`config.mk`:
```
export PLATFORM = sky130hd
export DESIGN_NAME = inst_decode_stage
export DESIGN_NICKNAME = d
export VERILOG_FILES = /design/src/rtl/inst_decode_stage.sv
export SDC_FILE = /design/constraint.sdc
export NUM_CORES = 1
export LEC_CHECK = 0
export ABC_AREA = 1
export CAP_MARGIN = 20
export CORE_UTILIZATION = 57
export DETAILED_ROUTE_END_ITERATION = 10
export GPL_ROUTABILITY_DRIVEN = 0
export PLACE_DENSITY_LB_ADDON = 0.2
export SYNTH_ARGS = -nofsm -noshare
export SYNTH_HDL_FRONTEND = slang
export SYNTH_SLANG_ARGS = --single-unit
```
`constraint.sdc`:
```
create_clock -name clk -period 11.8 [get_ports clk]
set_input_delay 1.18 -clock clk [delete_from_list [all_inputs] [get_ports clk]]
set_output_delay 1.18 -clock clk [all_outputs]
set_load 0.03 [all_outputs]
```
`src/rtl/inst_decode_stage.sv`:
```
// inst_decode_stage: registered RV32 decode stage with valid/ready flow
// control. Splits the instruction into its fields, builds the sign-extended
// immediate and format tag, nulls unused register indices and flags illegal
// encodings. A two-entry (main + skid) buffer lets the upstream and downstream
// sides stall independently while keeping in_ready purely registered.
module inst_decode_stage #(
    parameter int XLEN = 32,
    parameter int PC_W = 32
) (
    input  logic            clk,
    input  logic            rst,
    input  logic            in_valid,
    output logic            in_ready,
    input  logic [31:0]     in_inst,
    input  logic [PC_W-1:0] in_pc,
    input  logic            flush,
    output logic            out_valid,
    input  logic            out_ready,
    output logic [4:0]      out_opcode,
    output logic [2:0]      out_func3,
    output logic            out_func7b,
    output logic            out_mulbit,
    output logic [4:0]      out_func5,
    output logic [4:0]      out_rs1,
    output logic [4:0]      out_rs2,
    output logic [4:0]      out_rd,
    output logic [XLEN-1:0] out_imm,
    output logic [2:0]      out_fmt,
    output logic            out_illegal,
    output logic [PC_W-1:0] out_pc
);

    localparam logic [1:0] S_EMPTY = 2'd0;
    localparam logic [1:0] S_ONE   = 2'd1;
    localparam logic [1:0] S_TWO   = 2'd2;

    localparam logic [2:0] F_R = 3'd0;
    localparam logic [2:0] F_I = 3'd1;
    localparam logic [2:0] F_S = 3'd2;
    localparam logic [2:0] F_B = 3'd3;
    localparam logic [2:0] F_U = 3'd4;
    localparam logic [2:0] F_J = 3'd5;

    typedef struct packed {
        logic [4:0]      opcode;
        logic [2:0]      func3;
        logic            func7b;
        logic            mulbit;
        logic [4:0]      func5;
        logic [4:0]      rs1;
        logic [4:0]      rs2;
        logic [4:0]      rd;
        logic [XLEN-1:0] imm;
        logic [2:0]      fmt;
        logic            illegal;
        logic [PC_W-1:0] pc;
    } entry_t;

    logic [1:0] state_q, state_d;
    entry_t     main_q, main_d;
    entry_t     skid_q, skid_d;
    entry_t     dec;
    logic       accept, fire;
    logic       legal;
    logic [2:0] fmt;
    logic [31:0] imm32;

    // Combinational field decode of the incoming instruction
    always_comb begin
        dec         = '0;
        legal       = 1'b1;
        fmt         = F_R;
        imm32       = '0;
        dec.opcode  = in_inst[6:2];
        dec.func3   = in_inst[14:12];
        dec.func7b  = in_inst[30];
        dec.mulbit  = in_inst[25] & (in_inst[6:2] == 5'b01100);
        dec.func5   = in_inst[31:27];
        dec.rs1     = in_inst[19:15];
        dec.rs2     = in_inst[24:20];
        dec.rd      = in_inst[11:7];
        dec.pc      = in_pc;
        case (in_inst[6:2])
            5'b01100:                               fmt = F_R;
            5'b00100, 5'b00000, 5'b11001, 5'b11100: fmt = F_I;
            5'b01000:                               fmt = F_S;
            5'b11000:                               fmt = F_B;
            5'b01101, 5'b00101:                     fmt = F_U;
            5'b11011:                               fmt = F_J;
            default:                                legal = 1'b0;
        endcase
        if (in_inst[1:0] != 2'b11) legal = 1'b0;
        case (fmt)
            F_I: imm32 = {{20{in_inst[31]}}, in_inst[31:20]};
            F_S: imm32 = {{20{in_inst[31]}}, in_inst[31:25], in_inst[11:7]};
            F_B: imm32 = {{19{in_inst[31]}}, in_inst[31], in_inst[7],
                          in_inst[30:25], in_inst[11:8], 1'b0};
            F_U: imm32 = {in_inst[31:12], 12'b0};
            F_J: imm32 = {{11{in_inst[31]}}, in_inst[31], in_inst[19:12],
                          in_inst[20], in_inst[30:21], 1'b0};
            default: imm32 = '0;
        endcase
        if (!legal) begin
            // illegal entries keep raw indices so a trap handler can see them
            dec.illegal = 1'b1;
            dec.fmt     = F_R;
            dec.imm     = '0;
        end else begin
            dec.fmt = fmt;
            dec.imm = XLEN'($signed(imm32));
            if (fmt == F_S || fmt == F_B) dec.rd = '0;
            if (fmt == F_I || fmt == F_U || fmt == F_J) dec.rs2 = '0;
            if (fmt == F_U || fmt == F_J) dec.rs1 = '0;
        end
    end

    // Buffer state and entry registers
    always_ff @(posedge clk or posedge rst) begin
        if (rst) begin
            state_q <= S_EMPTY;
            main_q  <= '0;
            skid_q  <= '0;
        end else begin
            state_q <= state_d;
            main_q  <= main_d;
            skid_q  <= skid_d;
        end
    end

    // Next state and buffer moves; flush overrides everything
    always_comb begin
        state_d = state_q;
        main_d  = main_q;
        skid_d  = skid_q;
        case (state_q)
            S_EMPTY: if (accept) begin
                main_d  = dec;
                state_d = S_ONE;
            end
            S_ONE: begin
                if (fire && accept) begin
                    main_d = dec;
                end else if (fire) begin
                    state_d = S_EMPTY;
                end else if (accept) begin
                    skid_d  = dec;
                    state_d = S_TWO;
                end
            end
            S_TWO: if (fire) begin
                main_d  = skid_q;
                state_d = S_ONE;
            end
            default: state_d = S_EMPTY;
        endcase
        if (flush) state_d = S_EMPTY;
    end

    // Handshake outputs derived only from registered state
    always_comb begin
        in_ready  = (state_q != S_TWO);
        out_valid = (state_q == S_ONE) || (state_q == S_TWO);
        accept    = in_valid & in_ready;
        fire      = out_valid & out_ready;
    end

    assign out_opcode  = main_q.opcode;
    assign out_func3   = main_q.func3;
    assign out_func7b  = main_q.func7b;
    assign out_mulbit  = main_q.mulbit;
    assign out_func5   = main_q.func5;
    assign out_rs1     = main_q.rs1;
    assign out_rs2     = main_q.rs2;
    assign out_rd      = main_q.rd;
    assign out_imm     = main_q.imm;
    assign out_fmt     = main_q.fmt;
    assign out_illegal = main_q.illegal;
    assign out_pc      = main_q.pc;

endmodule
```
==> impl_metrics.toml <==
[run_status]
status = "finished, final reports clean"

[sta]
max-slew-margin-rel_pct = 28.4
finalClockSkew_ns = 0.0117
rsz0062_at_grt = "false"
fin_crit_ns = 4.02
slew_viol_final = 0
fin_setup_tns_ns = 0
worst_pin_slew_ns = 1.07
fmax_ghz = 0.249
hold_slack_ns = 0.477
finalCritPeriodShare_pct = 34.1
final-setup-viol-count = 0
hold_viol = 0

[clock_network]
clock_path_buffers = 2
cts_tree = "built"
path_clk_slew_ns = 0.07
cts_inserted_buffers = 17
clock_sinks = 196
htreeDepth = 4
post-cts-setup-buffers = 0
cts-root-buf = "clkbuf_16"
cts.repair.resized = 0
holdBufCountCts = 0
worstSkewPairLatency_ns = 0.44

[grt]
grt_pass1_vias = 7659
antenna_found_initial = 0
grt_overflow_total = 0
track_usage_pct = 29.3
grt_max_degree = 122
grt_pass1_wl_mm = 38.3

[drt]
dr_total_vias = 8540
via_per_inst = 5.50
firstDrtPassIters = 5
routedWlPerCell_um = 15.5
initialDrtViolationCount = 992
drc = 0
drt_wl_total_mm = 24.0
ant_nets = 0

[pwr]
p_comb_share_pct = 48.6
switching_share_pct = 43.5
powerDensity_nw_per_um2 = 283
p_switching_mw = 1.42
ir_drop_mv = 0.350
clkPwrFrac_pct = 18.0
sequentialPowerShare_pct = 33.4
internal-power_mw = 1.85
power_leakage_nw = 5.94

[final_layout]
synthToLayoutAreaGrowth_pct = 24.3
layout_commonest_cell = "nand2_1"
mostFrequentLayoutCells = "nand2_1 (487), dfrtp_1 (196), nor2_1 (188)"
drive_gt1_share_pct = 3.97
multi_input_area_um2 = 3940
stdcell_count = 1552
antennaDiodeCount = 0
fillerInstances = 1246
nets = 1397
seqCellArea_um2 = 4900

[worst_setup_path]
start_kind = "input pin"
crit_top_cell = "nand2_1"
end_kind = "flop"
worst_path_max_delay_cell = "clkdlybuf4s50_1"
crit_family = "simple AND/OR/NAND/NOR gates"
crit_chain = "clkdlybuf4s50_1 > inv_1 > nor2_1 > nand2_1 > nand2_2 > nand2_2 > nand3_2 > nand2_1 > nand2_1 > nand2_1 > nand2_1"
crit_fanout = 32
cp.required_ns = 12.17
path_buf_inv = 2
worstPathArrival_ns = 4.39
cpPeakStageDelay_ns = 0.68
path_class = "in -> reg"

[place]
port_buffers = 168
dp_cells = 1519
dp_hpwl_mm = 15.2

[job]
drv_cap = 0

[logic_synthesis]
ys_warn_count = 0
ys_seq_area_share_pct = 52.7
syn_inst = 1208
avgSynthCellArea_um2 = 7.70
syn-num-nets = 1282
synth_area_um2 = 9300
ys_seq_elements = 196
yosysUniqueCellTypes = 27

[floorplan]
die_w_um = 130
ios = 169
fp.coreArea_um2 = 15900
rows = 46
dieArea_um2 = 16800
die_y_um = 130
initial_utilization_pct = 58.6

[hold_path]
hp-class = "reg -> reg"
-- through the flow --
stage	utilization [%]	instance area, um^2	power, mW	setup slack (ns)
2_1_floorplan	-	9300	2.15	5.28
3_5_place_dp	68.9	11000	2.68	7.44
4_1_cts	72.7	11500	3.28	7.82
3_3_place_gp	68.9	11000	2.64	7.51
5_1_grt	72.8	11600	3.48	7.57
6_report	72.8	11600	3.27	7.78
-- power groups by stage --
stage / clock, mW / combinational [mW] / sequential, mW
final: 0.589 / 1.59 / 1.09
after global placement: 0 / 1.55 / 1.09
after global routing: 0.618 / 1.74 / 1.12
after CTS: 0.590 / 1.59 / 1.09
after detailed placement: 0 / 1.58 / 1.10
after floorplan: 0 / 0.777 / 1.37
-- path summary, 6_finish.rpt --
check | from | endpoint | slack (ns) | cells after the start
max | in_inst[4] | out_imm[17]$_DFFE_PP0P_ | 7.78 | 11
min | skid_q[9]$_DFFE_PP0P_ | skid_q[9]$_DFFE_PP0P_ | 0.48 | 2
max reg2reg | state_q[0]$_DFFE_PP0P_ | out_func3[0]$_DFFE_PP0P_ | 8.28 | 8
min reg2reg | skid_q[9]$_DFFE_PP0P_ | skid_q[9]$_DFFE_PP0P_ | 0.48 | 2
max in group asynchronous | rst | out_func5[4]$_DFFE_PP0P_ | 9.00 | 3
min in group asynchronous | rst | skid_q[29]$_DFFE_PP0P_ | 1.33 | 2
-- cell families (layout without fill, tap and decap cells) --
family | count (synthesis) | after routing | share of synthesized area, %
buffers and inverters | 106 | 234 | 5.02
AND/OR/NAND/NOR | 751 | 751 | 31.9
adder cells (fa/ha/maj) | 5 | 5 | 0.673
AO/OA/AOI/OAI | 150 | 150 | 9.67
flip-flops | 196 | 196 | 52.7
-- layout make-up --
type	instances	share of cell area (%)
Sequential cell	196	42.4
Multi-Input combinational cell	906	34.1
Timing Repair Buffer	174	15.0
Clock buffer	20	3.78
Tap cell	216	2.34
Clock inverter	12	1.33
Inverter	28	1.02
-- per-layer routing --
metal	wire (um)	track usage, %
met5	0	0
met1	10600	41.4
met4	579	10.8
met3	1880	6.31
met2	11000	44.8
-- cell usage after synthesis (all sizes together) --
cell / n / area share (%)
nand4: 12 / 0.81
dfrtp: 196 / 53
inv: 27 / 1.1
buf: 40 / 2.3
and2: 1 / 0.067
o21ai: 75 / 4.1
a21boi: 1 / 0.081
nand3: 53 / 3.0
nor2: 192 / 8.0
o31ai: 45 / 3.6
ha: 5 / 0.67
a21oi: 21 / 1.1
clkbuf: 38 / 1.5
nand2: 493 / 20
a2bb2oi: 8 / 0.75
clkinv: 1 / 0.040
-- tightest hold or removal path, stage by stage, from the launching register on --
cell and delay (ns):
dfrtp_1 0.34, nand2_1 0.06, nand2_1 0.05
-- flip-flops by register name (all words and copies together) (netlist names) --
name,cells
skid_q,97
out_imm,32
out_pc,32
out_func5,5
out_opcode,5
out_rd,5
out_rs1,5
out_rs2,5
out_fmt,3
out_func3,3
state_q,2
out_illegal,1
out_mulbit,1
Note: power is estimated with default switching activity, not from simulation.
